File: config.mk
export PLATFORM = sky130hd
export DESIGN_NAME = nibble_serial_adder_ctrl
export DESIGN_NICKNAME = d
export VERILOG_FILES = /design/src/rtl/nibble_serial_adder_ctrl.sv
export SDC_FILE = /design/constraint.sdc
export NUM_CORES = 1
export LEC_CHECK = 0
export BUFFER_PORTS_ARGS = -buffer_cell sky130_fd_sc_hd__buf_4
export CORE_MARGIN = 1.5
export CORE_UTILIZATION = 34
export DETAILED_ROUTE_END_ITERATION = 12
export GPL_ROUTABILITY_DRIVEN = 0
export SETUP_SLACK_MARGIN = 0.2
export SYNTH_ARGS = -nofsm -noshare
export SYNTH_HDL_FRONTEND = slang
export SYNTH_SLANG_ARGS = --single-unit
File: constraint.sdc
create_clock -name clk -period 1.8 [get_ports clk]
set_input_delay 0 -clock clk [delete_from_list [all_inputs] [get_ports clk]]
set_output_delay 0 -clock clk [all_outputs]
set_load 0.05 [all_outputs]
File: src/rtl/nibble_serial_adder_ctrl.sv
// Serial WIDTH-bit adder sequencer: drives one external 4-bit adder stage a
// nibble per clock, LSB nibble first, and registers the full-width result.
module nibble_serial_adder_ctrl #(
    parameter int unsigned WIDTH = 16
) (
    input  logic             clk,
    input  logic             rst,
    input  logic             start,
    input  logic [WIDTH-1:0] A,
    input  logic [WIDTH-1:0] B,
    input  logic             C_in,
    output logic [WIDTH-1:0] S,
    output logic             C_out,
    output logic             overflow,
    output logic             busy,
    output logic             done,
    output logic [3:0]       add_A,
    output logic [3:0]       add_B,
    output logic             add_C_in,
    input  logic [3:0]       add_S,
    input  logic             add_C_out
);

    localparam int unsigned NIB  = WIDTH / 4;
    localparam int unsigned IDXW = (NIB > 1) ? $clog2(NIB) : 1;
    localparam logic [IDXW-1:0] LAST = IDXW'(NIB - 1);

    typedef enum logic [1:0] {
        ST_IDLE = 2'd0,
        ST_RUN  = 2'd1,
        ST_DONE = 2'd2
    } state_t;

    state_t           state, state_d;
    logic [WIDTH-1:0] op_a, op_a_d;
    logic [WIDTH-1:0] op_b, op_b_d;
    logic             carry, carry_d;
    logic [IDXW-1:0]  idx, idx_d;
    logic [WIDTH-1:0] sum, sum_d;
    logic [WIDTH-1:0] s_d;
    logic             c_out_d;
    logic             ovf_d;
    logic [31:0]      base;

    // State and datapath registers
    always_ff @(posedge clk) begin
        if (rst) begin
            state    <= ST_IDLE;
            op_a     <= '0;
            op_b     <= '0;
            carry    <= 1'b0;
            idx      <= '0;
            sum      <= '0;
            S        <= '0;
            C_out    <= 1'b0;
            overflow <= 1'b0;
            busy     <= 1'b0;
            done     <= 1'b0;
        end else begin
            state    <= state_d;
            op_a     <= op_a_d;
            op_b     <= op_b_d;
            carry    <= carry_d;
            idx      <= idx_d;
            sum      <= sum_d;
            S        <= s_d;
            C_out    <= c_out_d;
            overflow <= ovf_d;
            busy     <= (state_d == ST_RUN);
            done     <= (state_d == ST_DONE);
        end
    end

    // Next-state, operand capture and adder-stage drive
    always_comb begin
        state_d  = state;
        op_a_d   = op_a;
        op_b_d   = op_b;
        carry_d  = carry;
        idx_d    = idx;
        sum_d    = sum;
        s_d      = S;
        c_out_d  = C_out;
        ovf_d    = overflow;
        add_A    = 4'd0;
        add_B    = 4'd0;
        add_C_in = 1'b0;
        base     = 4 * 32'(idx);

        case (state)
            ST_IDLE, ST_DONE: begin
                if (start) begin
                    op_a_d  = A;
                    op_b_d  = B;
                    carry_d = C_in;
                    idx_d   = '0;
                    sum_d   = '0;
                    state_d = ST_RUN;
                end else if (state == ST_DONE) begin
                    state_d = ST_IDLE;
                end
            end
            ST_RUN: begin
                add_A            = op_a[base +: 4];
                add_B            = op_b[base +: 4];
                add_C_in         = carry;
                sum_d[base +: 4] = add_S;
                carry_d          = add_C_out;
                idx_d            = idx + IDXW'(1);
                if (idx == LAST) begin
                    // Index parks at zero so no out-of-range select survives RUN
                    idx_d   = '0;
                    s_d     = sum_d;
                    c_out_d = add_C_out;
                    ovf_d   = (op_a[WIDTH-1] == op_b[WIDTH-1]) &&
                              (add_S[3] != op_a[WIDTH-1]);
                    state_d = ST_DONE;
                end
            end
            default: state_d = ST_IDLE;
        endcase
    end

endmodule

Yosys cells after proc, flatten, opt, wreduce, memory -nomap -nowiden

Index checks and enable logic that the tools add are counted.
W data, S select, Z words.

$add $sub $neg: 2
Equal/unequal tests: 8
Shifts and indexed selects: 4
Multiplexer cells: 15
Reduce and logical (&&, ||, !) cells: 7

Operator list:

| operator                  | number |
|---|---|
| $neg A4 Y34               | 1 |
| $shift A4 B34 Y16 const A | 1 |
| $shiftx A4 B34 Y16        | 1 |
| $pmux W16 S2              | 1 |
| $shiftx A16 B5 Y4         | 2 |
| $bwmux W16                | 1 |
| $mux W16                  | 1 |
| $mux W2                   | 5 |
| $mux W4                   | 2 |
| $pmux W2 S2               | 2 |
| $eq A2 B2 Y1 const B      | 3 |
| $reduce_and A2 Y1         | 3 |
| $eq A2 B1 Y1 const B      | 2 |
| $add A2 B1 Y2 const B     | 1 |
| $logic_not A2 Y1          | 1 |
| $mux W1                   | 2 |
| $ne A2 B2 Y1 const B      | 1 |
| $pmux W1 S2               | 1 |
| $reduce_bool A2 Y1        | 1 |
| $reduce_or A2 Y1          | 1 |
| $eq A1 B1 Y1              | 1 |
| $logic_and A1 B1 Y1       | 1 |
| $ne A1 B1 Y1              | 1 |

Flip-flop bits (word level): 73
Bits of input ports: 41
Output and inout bits: 29
Logic and storage cells: 47

Depth between registers and ports, before layout

Depth after elaboration: 5
Depth in mapped cells: 8
Gate-level depth less buffers: 5

Worst setup path before layout

Ideal clock, no wire load.

Path kind: flip-flop to flip-flop
Start point: register idx[1]
End point: register S[3]
Setup time: 132 ps
Arrival time: 1799 ps
Data required time: 1668 ps
Path slack: -131 ps
Cell stages (with the launch flop): 8
Path buffers: 2
Period minus slack after synthesis: 1931 ps
Cells stage by stage: dfxtp_1 clkbuf_1 inv_1 ha_1 and4bb_2 buf_2 a221oi_1 nor3_1

Longest elaborated chain between the ends: 3
Elaborated cells on any way between the ends: 6
Classes of those cells: add/sub: 1; eq/ne: 1; shift: 2; mux: 1; reduce/logical: 1

RTL lines:

| what                                                           | RTL line | text |
|---|---|---|
| from (decl)                                                    | 38       | `logic [IDXW-1:0] idx, idx_d;` |
| from (signal assigned)                                         | 64       | `idx <= idx_d;` |
| $neg A4 Y34                                                    | 107      | `sum_d[base +: 4] = add_S;` |
| $shiftx A4 B34 Y16 / $shift A4 B34 Y16 (equally long branches) | 107      |  |
| $bwmux W16                                                     | 107      |  |
| to (signal assigned)                                           | 54       | `S <= '0;` |
| to (signal assigned)                                           | 66       | `S <= s_d;` |
| to (decl)                                                      | 12       | `output logic [WIDTH-1:0] S,` |

Several ways; a longest one is shown, not always the timed one.
A chain may end at the register's enable or synchronous reset.

Worst setup path in the final report

Start point: register idx[0]
End point: output add_A[3]

Longest elaborated chain between the ends: 2

RTL lines:

| what              | RTL line | text |
|---|---|---|
| $shiftx A16 B5 Y4 | 104      | `add_A = op_a[base +: 4];` |
| $mux W4           | 90       | `case (state)` |
| to (decl)         | 17       | `output logic [3:0] add_A,` |

No other way between the ends.

==> reports/metrics.yaml <==
status:
  outcome: "complete, no violations"
sta:
  worst_pin_slew_ns: 0.4602
  rsz0062_at_grt: "true"
  period_share_pct: 92.76
  max_freq_mhz: 598.9
  fin_skew_ns: 0.01122
  maxSlewViolCount: 0
  fin_setup_tns_ns: 0
  hold_violations: 0
  slew_headroom_pct: 69.32
  setup_viol: 0
  fin_crit_ns: 1.670
grt:
  track_usage_pct: 18.26
  gr-total-overflow: 0
  antenna_found_initial: 0
  grt_max_degree: 35
  grt_pass1_vias: 2972
  grt_pass1_wl_microns: 14410
clock_tree:
  cts_max_level: 3
  clk_latency_ns: 0.35
  numCtsBuffers: 9
  cts_tree: "built"
  clkSlewWorstSetupHoldPaths_ns: 0.08
  clk_path_buf_depth: 2
  cts_sinks: 73
  cts_root_buf: "clkbuf_8"
die:
  fp.dieArea_sq_mm: 0.009875
  fp.dieH_microns: 99.38
  start_util_pct: 35.69
  die_w_microns: 99.38
  io_pins: 70
  core_sq_mm: 0.008848
  num_rows: 34
hold_path:
  hp-class: "input port to register"
  min_path_cells: 3
final_layout:
  nets: 492
  fillers: 843
  areaGrowthSynthToFinish_pct: 45.36
  drive_gt1_share_pct: 34.44
  antenna_cells: 0
pwr:
  power.density_mw_per_mm2: 800.9
  p_leak_nw: 1.871
  vdd_drop_max_v: 0.0004299
  power_mw: 3.677
yosys:
  synthFlopType: "dfxtp_1"
  synthMostInstantiatedCell: "dfxtp_1"
  syn_area_sq_mm: 0.003158
  synth_edf_count: 0
  synth_nets: 386
  avgSynthCellArea_sq_um: 9.316
  netlist.area_leader.share_pct: 46.28
  synth_area_leader_cell: "dfxtp_1"
  synth_area_leaders: "dfxtp_1 46%, nand2_1 8.2%, a21oi_1 5.4%"
  async_flop_share_pct: 0
  seq_area_frac_synth_pct: 46.28
  synth.ff_latch_count: 73
  ys_warn_count: 0
  synth_cells: 339
  yosys.cell_types.count: 34
  synth_common_cells: "73 x dfxtp_1, 69 x nand2_1, 34 x a21oi_1, 25 x nor2_1"
detailed_routing:
  drt-initial-drc-count: 63
  drt-total-wl_microns: 8525
  drc: 0
  via_count: 2826
  dr.pass1.iters: 5
  routed_via_density: 5.065
  drt-wirelength-per-cell_microns: 15.28
  antenna_left: 0
critical_path:
  critPathMaxFanout: 5
  arrival_ns: 1.67
  worst_setup_path_start_kind: "register"
  crit_type: "register to output port"
  crit_required_ns: 1.80
  r2r_setup_slack_ns: 0.17
  crit_path_end_kind: "output port"
  reg2reg_depth: 6
placement:
  portBuffers: 69
  hpwlAfterDp_microns: 5397
job:
  drv_cap: 0
-- final timing paths --
kind | endpoint | startpoint
max | add_A[3] | idx[0]
min | S[3] | add_S[3]
max reg2reg | sum[5] | idx[0]
min reg2reg | op_b[12] | op_b[12]
-- logic make-up after synthesis --
| family | Yosys count | share of synthesized area [%] |
|---|---|---|
| flip-flops | 73 | 46.28 |
| multiplexers | 8 | 6.418 |
| AO/OA/AOI/OAI | 74 | 16.64 |
| AND/OR/NAND/NOR | 146 | 23.10 |
| adder cells (fa/ha/maj) | 6 | 2.377 |
| buffers and inverters | 32 | 5.190 |
-- worst max-delay path: stages (launching register included) --
cell,delay [ns]
dfxtp_4,0.40
buf_12,0.14
mux4_2,0.49
and2_4,0.16
buf_8,0.14
-- cell usage in the layout (no fill, tap or decap), drive strengths merged, types with 4 or more instances in the layout --
master / synthesis / final
a211oi: 9 / 9
mux4: 8 / 8
inv: 5 / 5
ha: 6 / 6
a221oi: 12 / 12
nor3b: 4 / 4
clkinv: 0 / 4
nor3: 17 / 17
nor2b: 6 / 6
nand2: 69 / 69
and2: 9 / 9
dfxtp: 73 / 73
a21oi: 34 / 34
a22o: 16 / 16
clkbuf: 7 / 9
nor2: 25 / 25
buf: 20 / 86
dlygate4sd3: 0 / 36
and4bb: 5 / 5
-- through the flow --
| step | utilization [%] | cell area [sq um] | hold slack [ns] | setup WS, ns | instances |
|---|---|---|---|---|---|
| finish | 51.88 | 4591 | 0.03276 | 0.1303 | 558 |
| CTS | 51.20 | 4531 | 0.01561 | 0.1114 | 557 |
| floorplan | - | 3237 | 0.1360 | 0.1660 | 339 |
| detailed placement | 43.41 | 3841 | 0.2572 | 0.1587 | 502 |
| global placement | 43.41 | 3841 | 0.2469 | 0.2086 | 502 |
| global route | 51.88 | 4591 | 0.03597 | 0.06199 | 558 |
-- where the power goes --
part / switching [mW] / internal [mW] / leakage, nW
Combinational: 0.281 / 0.279 / 1.17
Sequential: 0.0394 / 1.67 / 0.595
Clock: 0.625 / 0.780 / 0.109
Total: 0.946 / 2.73 / 1.87
-- registers in the layout (all words and copies together) (netlist names) --
name / count
op_b: 16
idx: 2
state: 2
sum: 16
overflow: 1
S: 16
done: 1
C_out: 1
op_a: 16
busy: 1
carry: 1
-- per-layer routing --
| metal | share of wire, % | track usage [%] |
|---|---|---|
| met1 | 43 | 21.27 |
| met2 | 50 | 32.40 |
| met3 | 5.6 | 4.708 |
| met4 | 1.9 | 6.501 |
| met5 | 0 | 0 |
-- cell type report --
cell class / count / area [sq um] / share of cell area [%]
Sequential cell: 73 / 1466 / 31.94
Inverter: 5 / 23.77 / 0.5179
Multi-Input combinational cell: 234 / 1637 / 35.65
Clock buffer: 9 / 123.9 / 2.698
Tap cell: 108 / 135.1 / 2.944
Clock inverter: 7 / 95.09 / 2.071
Timing Repair Buffer: 122 / 1110 / 24.18
-- what timing repair did --
item	CTS	global route
endpoints found under the setup margin	22	38
hold endpoints to repair	36	0
gates cloned	1	0
buffers inserted	2	1
pin swaps	8	1
hold buffers	36	0
gates resized for setup	36	13
Power figures use the tool's default switching activity.
